==> config.mk <==
export PLATFORM = sky130hd
export DESIGN_NAME = axil_read_arbiter_2to1
export DESIGN_NICKNAME = d
export VERILOG_FILES = /design/src/rtl/axil_read_arbiter_2to1.sv
export SDC_FILE = /design/constraint.sdc
export NUM_CORES = 1
export LEC_CHECK = 0
export CAP_MARGIN = 15
export CORE_MARGIN = 2
export CORE_UTILIZATION = 35
export DETAILED_ROUTE_END_ITERATION = 8
export PLACE_DENSITY = 0.69
export SLEW_MARGIN = 20
export SYNTH_ARGS = -nofsm -noshare
export SYNTH_HDL_FRONTEND = slang
export SYNTH_SLANG_ARGS = --single-unit
export TNS_END_PERCENT = 50
==> constraint.sdc <==
create_clock -name aclk -period 3.6 [get_ports aclk]
set_clock_uncertainty 0.05 [all_clocks]
set_input_delay 1.08 -clock aclk [delete_from_list [all_inputs] [get_ports aclk]]
set_output_delay 1.08 -clock aclk [all_outputs]
set_load 0.01 [all_outputs]
==> src/rtl/axil_read_arbiter_2to1.sv <==
// axil_read_arbiter_2to1: shares one AXI4-Lite read-only slave between two
// AXI4-Lite read masters. One read is in flight at a time. Simultaneous
// requests are granted round-robin, and every control output comes from a flop.
// Optional feature macro: AXIL_ARB_DECERR_EN. When it is defined, a granted
// address >= SLAVE_SPAN is answered locally with DECERR and no downstream access.
module axil_read_arbiter_2to1 #(
  parameter int unsigned AXI_DATA_WIDTH = 32,
  parameter int unsigned AXI_ADDR_WIDTH = 16,
  parameter int unsigned SLAVE_SPAN     = 32'h0008
) (
  input  logic                      aclk,
  input  logic                      areset,

  input  logic [AXI_ADDR_WIDTH-1:0] s0_axi_araddr,
  input  logic                      s0_axi_arvalid,
  output logic                      s0_axi_arready,
  output logic [AXI_DATA_WIDTH-1:0] s0_axi_rdata,
  output logic [1:0]                s0_axi_rresp,
  output logic                      s0_axi_rvalid,
  input  logic                      s0_axi_rready,

  input  logic [AXI_ADDR_WIDTH-1:0] s1_axi_araddr,
  input  logic                      s1_axi_arvalid,
  output logic                      s1_axi_arready,
  output logic [AXI_DATA_WIDTH-1:0] s1_axi_rdata,
  output logic [1:0]                s1_axi_rresp,
  output logic                      s1_axi_rvalid,
  input  logic                      s1_axi_rready,

  output logic [AXI_ADDR_WIDTH-1:0] m_axi_araddr,
  output logic                      m_axi_arvalid,
  input  logic                      m_axi_arready,
  input  logic [AXI_DATA_WIDTH-1:0] m_axi_rdata,
  input  logic [1:0]                m_axi_rresp,
  input  logic                      m_axi_rvalid,
  output logic                      m_axi_rready
);

  localparam logic [1:0] RESP_OKAY   = 2'b00;
  localparam logic [1:0] RESP_DECERR = 2'b11;

  typedef enum logic [1:0] {
    ST_IDLE = 2'd0,
    ST_ADDR = 2'd1,
    ST_DATA = 2'd2,
    ST_RESP = 2'd3
  } state_t;

  state_t                    state_q, state_d;
  logic                      grant_q, grant_d;
  logic                      last_grant_q, last_grant_d;
  logic                      decerr_q, decerr_d;

  logic [AXI_ADDR_WIDTH-1:0] m_araddr_q, m_araddr_d;
  logic                      m_arvalid_q, m_arvalid_d;
  logic                      m_rready_q, m_rready_d;

  logic                      s0_arready_q, s0_arready_d;
  logic                      s0_rvalid_q, s0_rvalid_d;
  logic [AXI_DATA_WIDTH-1:0] s0_rdata_q, s0_rdata_d;
  logic [1:0]                s0_rresp_q, s0_rresp_d;

  logic                      s1_arready_q, s1_arready_d;
  logic                      s1_rvalid_q, s1_rvalid_d;
  logic [AXI_DATA_WIDTH-1:0] s1_rdata_q, s1_rdata_d;
  logic [1:0]                s1_rresp_q, s1_rresp_d;

  logic                      req_any_c;
  logic                      sel_c;
  logic [AXI_ADDR_WIDTH-1:0] sel_addr_c;
  logic                      sel_oob_c;
  logic                      resp_done_c;

  // Requester selection: a sole requester wins; on contention the master
  // that was not served last wins, so simultaneous requests alternate.
  assign req_any_c  = s0_axi_arvalid | s1_axi_arvalid;
  assign sel_c      = (s0_axi_arvalid && s1_axi_arvalid) ? ~last_grant_q : s1_axi_arvalid;
  assign sel_addr_c = sel_c ? s1_axi_araddr : s0_axi_araddr;

`ifdef AXIL_ARB_DECERR_EN
  // Address outside the downstream slave: answer locally with DECERR.
  assign sel_oob_c = (32'(sel_addr_c) >= 32'(SLAVE_SPAN));
`else
  // Every address goes downstream; the span is not needed in this build.
  logic unused_span_c;
  assign unused_span_c = ^32'(SLAVE_SPAN);
  assign sel_oob_c     = 1'b0;
`endif

  // The granted master accepts the response it is holding.
  assign resp_done_c = grant_q ? (s1_rvalid_q && s1_axi_rready)
                               : (s0_rvalid_q && s0_axi_rready);

  // Next-state and next-output logic for the single-outstanding read FSM.
  always_comb begin
    state_d      = state_q;
    grant_d      = grant_q;
    last_grant_d = last_grant_q;
    decerr_d     = decerr_q;
    m_araddr_d   = m_araddr_q;
    m_arvalid_d  = m_arvalid_q;
    m_rready_d   = m_rready_q;
    s0_arready_d = 1'b0;
    s1_arready_d = 1'b0;
    s0_rvalid_d  = s0_rvalid_q;
    s0_rdata_d   = s0_rdata_q;
    s0_rresp_d   = s0_rresp_q;
    s1_rvalid_d  = s1_rvalid_q;
    s1_rdata_d   = s1_rdata_q;
    s1_rresp_d   = s1_rresp_q;

    case (state_q)
      ST_IDLE: begin
        if (req_any_c) begin
          grant_d      = sel_c;
          s0_arready_d = ~sel_c;
          s1_arready_d = sel_c;
          if (sel_oob_c) begin
            decerr_d = 1'b1;
            state_d  = ST_RESP;
          end else begin
            m_araddr_d  = sel_addr_c;
            m_arvalid_d = 1'b1;
            state_d     = ST_ADDR;
          end
        end
      end

      ST_ADDR: begin
        if (m_axi_arready) begin
          m_arvalid_d = 1'b0;
          m_rready_d  = 1'b1;
          state_d     = ST_DATA;
        end
      end

      ST_DATA: begin
        if (m_axi_rvalid && m_rready_q) begin
          m_rready_d = 1'b0;
          if (grant_q) begin
            s1_rvalid_d = 1'b1;
            s1_rdata_d  = m_axi_rdata;
            s1_rresp_d  = m_axi_rresp;
          end else begin
            s0_rvalid_d = 1'b1;
            s0_rdata_d  = m_axi_rdata;
            s0_rresp_d  = m_axi_rresp;
          end
          state_d = ST_RESP;
        end
      end

      ST_RESP: begin
        if (decerr_q) begin
          // Local error response, presented one cycle after the arready pulse.
          decerr_d = 1'b0;
          if (grant_q) begin
            s1_rvalid_d = 1'b1;
            s1_rdata_d  = '0;
            s1_rresp_d  = RESP_DECERR;
          end else begin
            s0_rvalid_d = 1'b1;
            s0_rdata_d  = '0;
            s0_rresp_d  = RESP_DECERR;
          end
        end else if (resp_done_c) begin
          s0_rvalid_d  = 1'b0;
          s0_rdata_d   = '0;
          s0_rresp_d   = RESP_OKAY;
          s1_rvalid_d  = 1'b0;
          s1_rdata_d   = '0;
          s1_rresp_d   = RESP_OKAY;
          last_grant_d = grant_q;
          state_d      = ST_IDLE;
        end
      end

      default: begin
        state_d = ST_IDLE;
      end
    endcase
  end

  // State and output registers; synchronous reset drops any read in flight.
  always_ff @(posedge aclk) begin
    if (areset) begin
      state_q      <= ST_IDLE;
      grant_q      <= 1'b0;
      last_grant_q <= 1'b1;
      decerr_q     <= 1'b0;
      m_araddr_q   <= '0;
      m_arvalid_q  <= 1'b0;
      m_rready_q   <= 1'b0;
      s0_arready_q <= 1'b0;
      s0_rvalid_q  <= 1'b0;
      s0_rdata_q   <= '0;
      s0_rresp_q   <= RESP_OKAY;
      s1_arready_q <= 1'b0;
      s1_rvalid_q  <= 1'b0;
      s1_rdata_q   <= '0;
      s1_rresp_q   <= RESP_OKAY;
    end else begin
      state_q      <= state_d;
      grant_q      <= grant_d;
      last_grant_q <= last_grant_d;
      decerr_q     <= decerr_d;
      m_araddr_q   <= m_araddr_d;
      m_arvalid_q  <= m_arvalid_d;
      m_rready_q   <= m_rready_d;
      s0_arready_q <= s0_arready_d;
      s0_rvalid_q  <= s0_rvalid_d;
      s0_rdata_q   <= s0_rdata_d;
      s0_rresp_q   <= s0_rresp_d;
      s1_arready_q <= s1_arready_d;
      s1_rvalid_q  <= s1_rvalid_d;
      s1_rdata_q   <= s1_rdata_d;
      s1_rresp_q   <= s1_rresp_d;
    end
  end

  assign m_axi_araddr   = m_araddr_q;
  assign m_axi_arvalid  = m_arvalid_q;
  assign m_axi_rready   = m_rready_q;

  assign s0_axi_arready = s0_arready_q;
  assign s0_axi_rvalid  = s0_rvalid_q;
  assign s0_axi_rdata   = s0_rdata_q;
  assign s0_axi_rresp   = s0_rresp_q;

  assign s1_axi_arready = s1_arready_q;
  assign s1_axi_rvalid  = s1_rvalid_q;
  assign s1_axi_rdata   = s1_rdata_q;
  assign s1_axi_rresp   = s1_rresp_q;

endmodule

==> summary.md, run 1 <==
| Metric | Value |
|---|---|
| I/O pin cnt | 164 |
| Nets | 701 |
| Period minus WS final | ~2800 ps |
| Psw | 1.11 mW |
| CTS Hold Bufs | 0 |
| Sw Share | 32.2% |
| Synth top area cells | dfxtp_1, nand2_1, a21oi_1 |
| Total number of vias | 3,744 |
| RSZ-0062 raised after global routing | no |
| Critical Path RT | 3820 ps |
| Worst slew pin tran | 707 ps |
| Clk sink count | 94 |
| Final Setup Violations | 0 |
| Fin cells | 770 |
| Initial Util | 35.5% |
| Worst R2R Setup Slack | approximately 1200 ps |
| Rows | 39 |
| Design Power | 3.46 mW |
| Final Hold Vio Count | 0 |
| Die area | 12,400 um^2 |
| Crit. Startpoint | m_axi_rvalid |
| Post-synth EDFFs | 0 |
| Average wire per standard cell | between 10 and 15 um |
| Post-route clock period utilization | 77.0% |
| Syn_nets | between 500 and 600 |
| Clock transition at the registers of the reported paths | 70 ps |
| Via density | just under 5 |
| Total number of yosys warnings | 0 |
| Diode count | 0 |
| Max cap viols | 0 |
| Register area share after synthesis | 46.8% |
| Worst-skew pair later-pin latency | 340 ps |
| Synth top area share | 46.8% |
| Dominant synthesized flop cell | dfxtp_1 |
| Vias in the first global route | 3,648 |
| Root Driver | clkbuf_16 |
| Largest net degree at the start of global routing | about 70 |
| H-tree levels | 3 |
| Worst R2R End | s0_axi_rdata[29] |
| Setup crit start kind | input port |
| Initial antenna violation count | 0 |
| Power per standard cell area | 580 nW/um^2 |
| RR Startpoint | state_q[0] |
| Port bufs | approximately 160 |
| HP Class | reg2reg |
| Fin. max-slew vios | 0 |
| Cts repair resizes | 0 |
| Post-Syn Area per Cell | 8.43 um^2 |
| Synth Instances | 477 |
| Critical Setup Path Class | in2reg |
| Width of the die | ~110 um |
| Async SR Flop Fraction | 0% |
| Area leader, netlist | dfxtp_1 |
| TritonCTS clock tree | done |
| Area growth syn-to-layout | 48.6% |
| Count of cell types in the netlist | 36 |
| Int Pwr | 2.35 mW |
| Total track usage | 17.2% |
| Max-slew headroom | a little over half |
| Grt total ovfl | 0 |
| First-pass GRT wire length | roughly 17 mm |
| Clk network pwr share | 28.9% |
| Crit end category | flop |
| Sequential power share | 37.7% |
| Leak | 2.10 nW |
| Fmax | between 0.3 and 0.4 GHz |
| Initial DRC Count | 203 |
| Dpl cells | 754 |
| Crit Path Max Fanout | 18 |
| Top post-synthesis cells by count | nand2_1, dfxtp_1, a21oi_1, nor2_1, nor2b_1 |
| Setup bufs post-CTS | 0 |
| Peak VDD IR | 0.000334 V |
| Routed WL | roughly 11 mm |
| CTS Buffer Depth | 2 |
| Arrival @ worst endpoint | 3000 ps |
| DRC errors left | 0 |
| Dpl hpwl | 7.77 mm |
| Share of layout cells above drive strength 1 | 5.42% |
| Total Neg Setup Slack | 0 ps |
| RePlAce Congestion | around 0.77 |
| CTS Buf Count | 9 |
| Post-route ant nets | 0 |
| Comb power frac | 33.4% |
| Top-count cell post-synth | nand2_1 |
| Hold_sp | s1_axi_rdata[10] |
| Die H | 111 um |
| Status | finished, final reports clean |
| Worst Reg-to-Reg Cells | 7 |
| Core ar. | roughly 11,000 um^2 |
| Yosys reg bits | 94 |
| Pre-Repair DR Iteration Count | 4 |
| Worst setup path end | s0_axi_rdata[29] |
| Syn Std Cell Area | 4020 um^2 |
==> power groups by stage <==
stage	Combinational, mW	Clock [mW]	Sequential [mW]
floorplan	0.636	0	1.38
global placement	1.14	0	1.32
detailed placement	1.17	0	1.33
CTS	1.17	1.03	1.31
global route	1.27	1.06	1.32
finish	1.16	1.00	1.31
==> registers in the layout (all words and copies together) (netlist names) <==
signal,flops
m_axi_araddr,16
s1_axi_rresp,2
s1_axi_arready,1
state_q,2
grant_q,1
m_axi_rready,1
s0_axi_rdata,32
s0_axi_arready,1
last_grant_q,1
s0_axi_rvalid,1
s1_axi_rvalid,1
s1_axi_rdata,32
s0_axi_rresp,2
m_axi_arvalid,1
==> area by class of cell <==
type | count | area (um^2)
Fill cell | 1107 | 5350
Sequential cell | 94 | 1880
Multi-Input combinational cell | 340 | 1860
Timing Repair Buffer | 171 | 1710
Clock buffer | 11 | 253
Tap cell | 143 | 179
Clock inverter | 5 | 66.3
Inverter | 6 | 22.5
==> per-stage QoR <==
step / utilization (%) / setup WS [ps] / hold slack [ps] / cell area, um^2
after floorplan: - / 1520 / 431 / 4020
final: 52.7 / 827 / 405 / 5970
after global placement: 49.9 / 535 / 392 / 5650
after CTS: 52.7 / 796 / 406 / 5970
after detailed placement: 49.9 / 450 / 396 / 5650
after global routing: 52.7 / 702 / 425 / 5970
==> routing by layer <==
metal  up-vias  share of wire [%]  GRT usage (%)
met5         -                  0              0
met4         0                1.6           7.49
li1       1869                  -              -
met2       133                 47           29.0
met1      1729                 42           19.5
met3        13                9.4           6.72
==> logic make-up (layout without fill, tap and decap cells) <==
| group | count (synthesis) | in the layout | synth area share (%) |
|---|---|---|---|
| fa+ha+maj | 5 | 5 | 1.56 |
| buf+inv | 43 | 193 | 7.19 |
| simple gates | 210 | 210 | 23.5 |
| mux | 16 | 16 | 3.98 |
| flops | 94 | 94 | 46.8 |
| compound gates | 109 | 109 | 16.9 |
==> how the worst min path moves through the flow <==
stage,to,cells past startpoint
after global placement,s1_axi_rdata[31],2
final,s1_axi_rdata[10],2
after global routing,s1_axi_rdata[9],2
after detailed placement,s1_axi_rdata[13],2
after floorplan,s0_axi_rdata[0],2
after CTS,s1_axi_rdata[13],2
==> placed cells by master (no fill, tap or decap), types with 2 or more instances in the layout <==
master / instances
clkbuf_16: 9
nand4_1: 2
dfxtp_1: 94
a32oi_4: 2
inv_1: 6
mux2i_1: 16
nand3_1: 2
clkdlybuf4s50_1: 162
a21oi_1: 75
clkbuf_8: 2
nor2b_1: 18
a211oi_1: 17
o21ai_1: 2
buf_4: 6
ha_1: 4
a32o_1: 2
buf_12: 2
nand2_1: 143
o21ai_0: 3
nor2_1: 20
clkinv_4: 2
and2b_1: 17
==> worst max-delay path, stage by stage <==
cell             delay (ps)
clkdlybuf4s50_1         490
nand4b_1                210
a32o_1                  620
buf_4                   340
nand2_1                  90
a21oi_1                 140
Note: power is estimated with default switching activity, not from simulation.
==> run 2: changes to the inputs <==
Settings changed: PLACE_DENSITY 0.69 to 0.72.
Clock period 3.6 ns to 2.39 ns, I/O delays scaled along.
==> run 2 against run 1 <==
Clock-buffer cell count stayed put. Worst setup slack worse by 580 ps. Sequential share of layout area is 0.41 points lower. First-iteration DRC count is 19% lower. Core utilization is 0.70 points higher. Clock power is 49% higher. Critical endpoint is now m_axi_rready. Highest routed layer unchanged. Total power is 53% higher. Largest power group unchanged. Critical path depth is 5 lower.
==> summary.md, run 2 (synthesized netlist as in run 1, its figures left out) <==
| Metric | Value |
|---|---|
| Clk sink count | 94 (unchanged) |
| Final Setup Violations | 0 (unchanged) |
| Rows | 39 (unchanged) |
| Fin cells | 774 (was 770) |
| Pre-Repair DR Iteration Count | 4 (unchanged) |
| Worst-skew pair later-pin latency | 340 ps (about the same) |
| Leak | 2.14 nW (was 2.10 nW) |
| Max cap viols | 0 (unchanged) |
| RSZ-0062 raised after global routing | no (unchanged) |
| I/O pin cnt | 164 (unchanged) |
| Total Neg Setup Slack | 0 ps (unchanged) |
| Peak VDD IR | 0.000506 V (was 0.000334 V) |
| TritonCTS clock tree | done (unchanged) |
| CTS Buffer Depth | 2 (unchanged) |
| Root Driver | clkbuf_16 (unchanged) |
| Clock transition at the registers of the reported paths | 70 ps (about the same) |
| Die H | 111 um (unchanged) |
| Crit end category | output port (was flop) |
| Fmax | about 0.47 GHz |
| Width of the die | 111 um (unchanged) |
| Largest net degree at the start of global routing | 35 (was 72) |
| Nets | 705 (was 701) |
| Area growth syn-to-layout | 50.5% (was 48.6%) |
| Reg area | 1880 um^2 (unchanged) |
| DRC errors left | 0 (unchanged) |
| Total track usage | 18.3% (was 17.2%) |
| Core ar. | 11,300 um^2 (unchanged) |
| Kind of cell adding the most delay to the critical path | buffers and inverters (unchanged) |
| Die area | 12,400 um^2 (unchanged) |
| Area taken by multi-input logic gates | 1860 um^2 (unchanged) |
| CTS Hold Bufs | 0 (unchanged) |
| Slowest library cell on the worst path | clkdlybuf4s50_1 (was a32o_1) |
| Period minus WS final | 2150 ps |
| Total number of vias | 3,761 (was 3,744) |
| Share of layout cells above drive strength 1 | 6.02% (was 5.42%) |
| Cts repair resizes | 0 (unchanged) |
| Setup bufs post-CTS | 0 (unchanged) |
| Setup crit start kind | flop (was input port) |
| Critical Setup Path Class | reg2out (was in2reg) |
| Worst slew pin tran | 366 ps (was 707 ps) |
| CP max stage delay | 590 ps (was 620 ps) |
| Grt total ovfl | 0 (unchanged) |
| Worst R2R Setup Slack | 500 ps (was 1220 ps) |
| RePlAce Congestion | 0.797 (was 0.772) |
| CP bufs+invs | 1 (was 2) |
| Post-route clock period utilization | between 80% and 90% |
| Critical Path RT | 1620 ps (was 3820 ps) |
| Crit-path cells | clkdlybuf4s50_1 (was clkdlybuf4s50_1 > nand4b_1 > a32o_1 > buf_4 > nand2_1 > a21oi_1) |
| Initial antenna violation count | 0 (unchanged) |
| Average wire per standard cell | 14.5 um (was 14.2 um) |
| Via density | 4.86 (about the same) |
| Crit Path Max Fanout | 7 (was 18) |
| Diode count | 0 (unchanged) |
| Final Hold Vio Count | 0 (unchanged) |
| Vias in the first global route | 3,801 (was 3,648) |
| Dpl hpwl | 8.27 mm (was 7.77 mm) |
| Design Power | 5.29 mW (was 3.46 mW) |
| CTS Buf Count | 9 (unchanged) |
| Initial DRC Count | 164 (was 203) |
| Commonest cells after routing, fill and taps aside | clkdlybuf4s50_1, nand2_1, dfxtp_1 (unchanged) |
| Max-slew headroom | 75.6% (was 52.9%) |
| Arrival @ worst endpoint | 1380 ps (was 3000 ps) |
| Routed WL | 11.2 mm (was 10.9 mm) |
| Power per standard cell area | 875 nW/um^2 (was 580 nW/um^2) |
| HP Class | reg2reg (unchanged) |
| First-pass GRT wire length | 18.2 mm (was 17.3 mm) |
| H-tree levels | 3 (unchanged) |
| Hold Slack | 402 ps (was 405 ps) |
| Fillers | 1,089 (was 1,107) |
| Initial Util | 35.5% (unchanged) |
| Status | finished, final reports clean (unchanged) |
| Fin. max-slew vios | 0 (unchanged) |
| Port bufs | 163 (unchanged) |
| Dpl cells | 758 (was 754) |
| Commonest non-fill, non-tap cell in the layout | clkdlybuf4s50_1 (unchanged) |
| Post-route ant nets | 0 (unchanged) |
run 2: changes by cell type in the layout (fill, tap and decap cells not counted), sizes merged:
cell | before | now
clkinvlp | 1 | 0
clkinv | 2 | 3
buf | 9 | 13
run 2: worst reg2reg max path, cell delays in order, from the launching register on:
cell      delay [ps]
dfxtp_1          340
inv_1            110
ha_1             350
nand4b_1         250
a32oi_4          270
buf_12           230
nand2_1           80
a21oi_1          140
run 2: metal layers:
metal  part of all wire, %  up-vias  track usage, %
met5                     0        -               0
met4                   1.2        0            5.19
met3                   9.8        9            8.37
met2                    48      150            31.1
met1                    41     1721            20.6
li1                      -     1881               -
run 2: worst paths after layout:
kind,startpoint,endpoint,depth (start not counted)
worst min-delay path,s1_axi_rdata[0],s1_axi_rdata[0],2
worst min register to register,s1_axi_rdata[0],s1_axi_rdata[0],2
worst max-delay path,m_axi_rready,m_axi_rready,1
worst max register to register,state_q[0],s0_axi_rdata[19],7
run 2: report_power, final:
part / switching, mW / leakage [nW] / internal [mW]
Sequential: 0.157 / 0.764 / 1.82
Clock: 0.611 / 0.156 / 0.877
Combinational: 0.919 / 1.22 / 0.912
Total: 1.69 / 2.14 / 3.60
run 2: metrics by stage:
step | utilization [%] | setup WS (ps) | cell area (um^2)
final | 53.4 | 243 | 6050
after detailed placement | 50.6 | 39.6 | 5730
after global routing | 53.4 | 192 | 6050
after floorplan | - | 618 | 4020
after global placement | 50.6 | 123 | 5730
after CTS | 53.4 | 239 | 6050
run 2: layout make-up:
class / instances / area share, %
Clock buffer: 11 / 4.18
Clock inverter: 5 / 1.08
Inverter: 6 / 0.372
Multi-Input combinational cell: 340 / 30.7
Sequential cell: 94 / 31.1
Tap cell: 143 / 2.96
Timing Repair Buffer: 175 / 29.6
==> run 3: changes to the inputs <==
Settings changed: ABC_AREA set to 1, PLACE_DENSITY 0.72 to 0.7.
==> run 3 against run 2 <==
First-iteration DRC count is 12% higher. Synthesized cell count is 39% higher. Register-to-register slack better by 50 ps. Clock-buffer cell count is 1 lower. Sequential power is 26% higher.
==> summary.md, run 3 <==
| Metric | Value |
|---|---|
| Status | finished, final reports clean (unchanged) |
| Port bufs | 163 (unchanged) |
| CP bufs+invs | 1 (unchanged) |
| Initial Util | 36.0% (was 35.5%) |
| CTS Buffer Depth | 2 (unchanged) |
| Width of the die | 115 um (was 111 um) |
| Hold_sp | m_axi_rready (was s1_axi_rdata[0]) |
| Critical Path RT | 1620 ps (about the same) |
| Via density | 4.30 (was 4.86) |
| Yosys reg bits | 94 (unchanged) |
| Total number of yosys warnings | 0 (unchanged) |
| Design Power | 7.96 mW (was 5.29 mW) |
| Synth top area cells | dfxtp_1, nand2_1, inv_1 (was dfxtp_1, nand2_1, a21oi_1) |
| Syn_nets | 744 (was 556) |
| Period minus WS final | 2050 ps (was 2150 ps) |
| Clk sink count | 94 (unchanged) |
| Dominant synthesized flop cell | dfxtp_1 (unchanged) |
| Final Setup Violations | 0 (unchanged) |
| CP max stage delay | 570 ps (was 590 ps) |
| Async SR Flop Fraction | 0% (unchanged) |
| Placed inst area | 6180 um^2 (was 5730 um^2) |
| Largest net degree at the start of global routing | 60 (was 35) |
| I/O pin cnt | 164 (unchanged) |
| Die area | 13,300 um^2 (was 12,400 um^2) |
| RePlAce Congestion | 0.789 (was 0.797) |
| H-tree levels | 3 (unchanged) |
| Dpl cells | 977 (was 758) |
| Critical Setup Path Class | reg2out (unchanged) |
| Max-slew headroom | 76.3% (was 75.6%) |
| Worst-skew pair later-pin latency | 340 ps (about the same) |
| First-pass GRT wire length | 19.1 mm (was 18.2 mm) |
| Setup crit start kind | flop (unchanged) |
| Crit. Startpoint | s0_axi_rvalid (was m_axi_rready) |
| Initial DRC Count | 184 (was 164) |
| Total track usage | 18.1% (was 18.3%) |
| Area leader, netlist | dfxtp_1 (unchanged) |
| Cts repair resizes | 0 (unchanged) |
| Share of layout cells above drive strength 1 | 5.22% (was 6.02%) |
| Worst Reg-to-Reg Cells | 8 (was 7) |
| Total Neg Setup Slack | 0 ps (unchanged) |
| Count of cell types in the netlist | 22 (was 36) |
| Diode count | 0 (unchanged) |
| HP Class | reg2reg (unchanged) |
| Crit-path cells | clkdlybuf4s50_1 (unchanged) |
| CTS Hold Bufs | 0 (unchanged) |
| Post-route ant nets | 0 (unchanged) |
| Root Driver | clkbuf_16 (unchanged) |
| Worst setup margin | 336 ps (was 243 ps) |
| Core ar. | 12,100 um^2 (was 11,300 um^2) |
| Final Hold Vio Count | 0 (unchanged) |
| Dpl hpwl | 8.03 mm (was 8.27 mm) |
| Post-route clock period utilization | 86.0% (was 89.8%) |
| Top post-synthesis cells by count | nand2_1, inv_1, nor2_1, dfxtp_1, a21oi_1 (was nand2_1, dfxtp_1, a21oi_1, nor2_1, nor2b_1) |
| Syn Std Cell Area | 4350 um^2 (was 4020 um^2) |
| RSZ-0062 raised after global routing | no (unchanged) |
| Post-Syn Area per Cell | 6.54 um^2 (was 8.43 um^2) |
| Clock transition at the registers of the reported paths | 60 ps (was 70 ps) |
| Kind of cell adding the most delay to the critical path | buffers and inverters (unchanged) |
| Fin. max-slew vios | 0 (unchanged) |
| Pre-CTS setup slack | 146 ps (was 39.6 ps) |
| Total number of vias | 4,263 (was 3,761) |
| Worst R2R End | s0_axi_rdata[30] (was s0_axi_rdata[19]) |
| RR Startpoint | state_q[0] (unchanged) |
| Synth top area share | 43.3% (was 46.8%) |
| Post-synth EDFFs | 0 (unchanged) |
| Rows | 40 (was 39) |
| Worst slew pin tran | 355 ps (was 366 ps) |
| CTS Buf Count | 9 (unchanged) |
| Hold endpoint | m_axi_rready (was s1_axi_rdata[0]) |
| Worst R2R Setup Slack | 550 ps (was 500 ps) |
| Average wire per standard cell | 11.7 um (was 14.5 um) |
| TritonCTS clock tree | done (unchanged) |
| Area growth syn-to-layout | 49.0% (was 50.5%) |
| Final Instance Area | 6480 um^2 (was 6050 um^2) |
| Grt total ovfl | 0 (unchanged) |
| Setup bufs post-CTS | 0 (unchanged) |
| Crit end category | output port (unchanged) |
| Initial antenna violation count | 0 (unchanged) |
| Commonest non-fill, non-tap cell in the layout | nand2_1 (was clkdlybuf4s50_1) |
| Min-Delay Path Depth | 2 (unchanged) |
| Fin cells | 992 (was 774) |
| Arrival @ worst endpoint | 1290 ps (was 1380 ps) |
| Slowest library cell on the worst path | clkdlybuf4s50_1 (unchanged) |
| Fmax | 0.487 GHz (was 0.466 GHz) |
| DRC errors left | 0 (unchanged) |
| Crit Path Max Fanout | 3 (was 7) |
| Peak VDD IR | 0.000561 V (was 0.000506 V) |
| Leak | 3.09 nW (was 2.14 nW) |
| Top-count cell post-synth | nand2_1 (unchanged) |
| Register area share after synthesis | 43.3% (was 46.8%) |
| Die H | 115 um (was 111 um) |
| Routed WL | 11.6 mm (was 11.2 mm) |
| Power per standard cell area | 1230 nW/um^2 (was 875 nW/um^2) |
| Pre-Repair DR Iteration Count | 4 (unchanged) |
| Max cap viols | 0 (unchanged) |
| Vias in the first global route | 4,092 (was 3,801) |
| Synth Instances | 665 (was 477) |
| Commonest cells after routing, fill and taps aside | nand2_1, clkdlybuf4s50_1, inv_1 (was clkdlybuf4s50_1, nand2_1, dfxtp_1) |
| Nets | 899 (was 705) |
## run 3: how the worst max path moves through the flow
stage | end | cells after the start
after detailed placement | s0_axi_rdata[29] | 7
after CTS | s0_axi_rvalid | 1
after floorplan | s1_axi_rdata[18] | 9
after global routing | s1_axi_rdata[16] | 1
after global placement | s0_axi_rdata[24] | 7
final | s0_axi_rvalid | 1
## run 3: cell families after synthesis
group	count (synthesis)	share of synthesized area, %
adder cells (fa/ha/maj)	5	1.44
AO/OA/AOI/OAI	67	8.72
flip-flops	94	43.3
buffers and inverters	155	14.8
AND/OR/NAND/NOR	344	31.8
## run 3: metal layers
metal / vias up / routed length (um) / share of wire, % / GRT usage, %
li1: 2308 / - / - / -
met1: 1820 / 5270 / 45 / 22.2
met2: 125 / 5150 / 44 / 29.1
met3: 10 / 1020 / 8.8 / 6.59
met4: 0 / 153 / 1.3 / 6.75
met5: - / 0 / 0 / 0
## run 3: cell type report
cell class / count / area (um^2)
sequential: 94 / 1880
inverter: 117 / 439
multi-input combinational: 416 / 1820
timing repair buffer: 182 / 1820
tap: 168 / 210
clock buffer: 10 / 239
clock inverter: 5 / 60.1
fill: 1177 / 5580
## run 3: through the flow
step                      hold WS, ps  utilization (%)
after floorplan                   396                -
after global placement            402             51.2
after detailed placement          399             51.2
after CTS                         412             53.7
after global routing              446             53.7
final                             408             53.7
## run 3: report_power, final
| part | internal [mW] | total, mW | leakage (nW) | switching (mW) |
|---|---|---|---|---|
| combinational | 1.93 | 4.01 | 2.18 | 2.08 |
| sequential | 2.19 | 2.49 | 0.773 | 0.303 |
| clock | 0.836 | 1.46 | 0.145 | 0.622 |
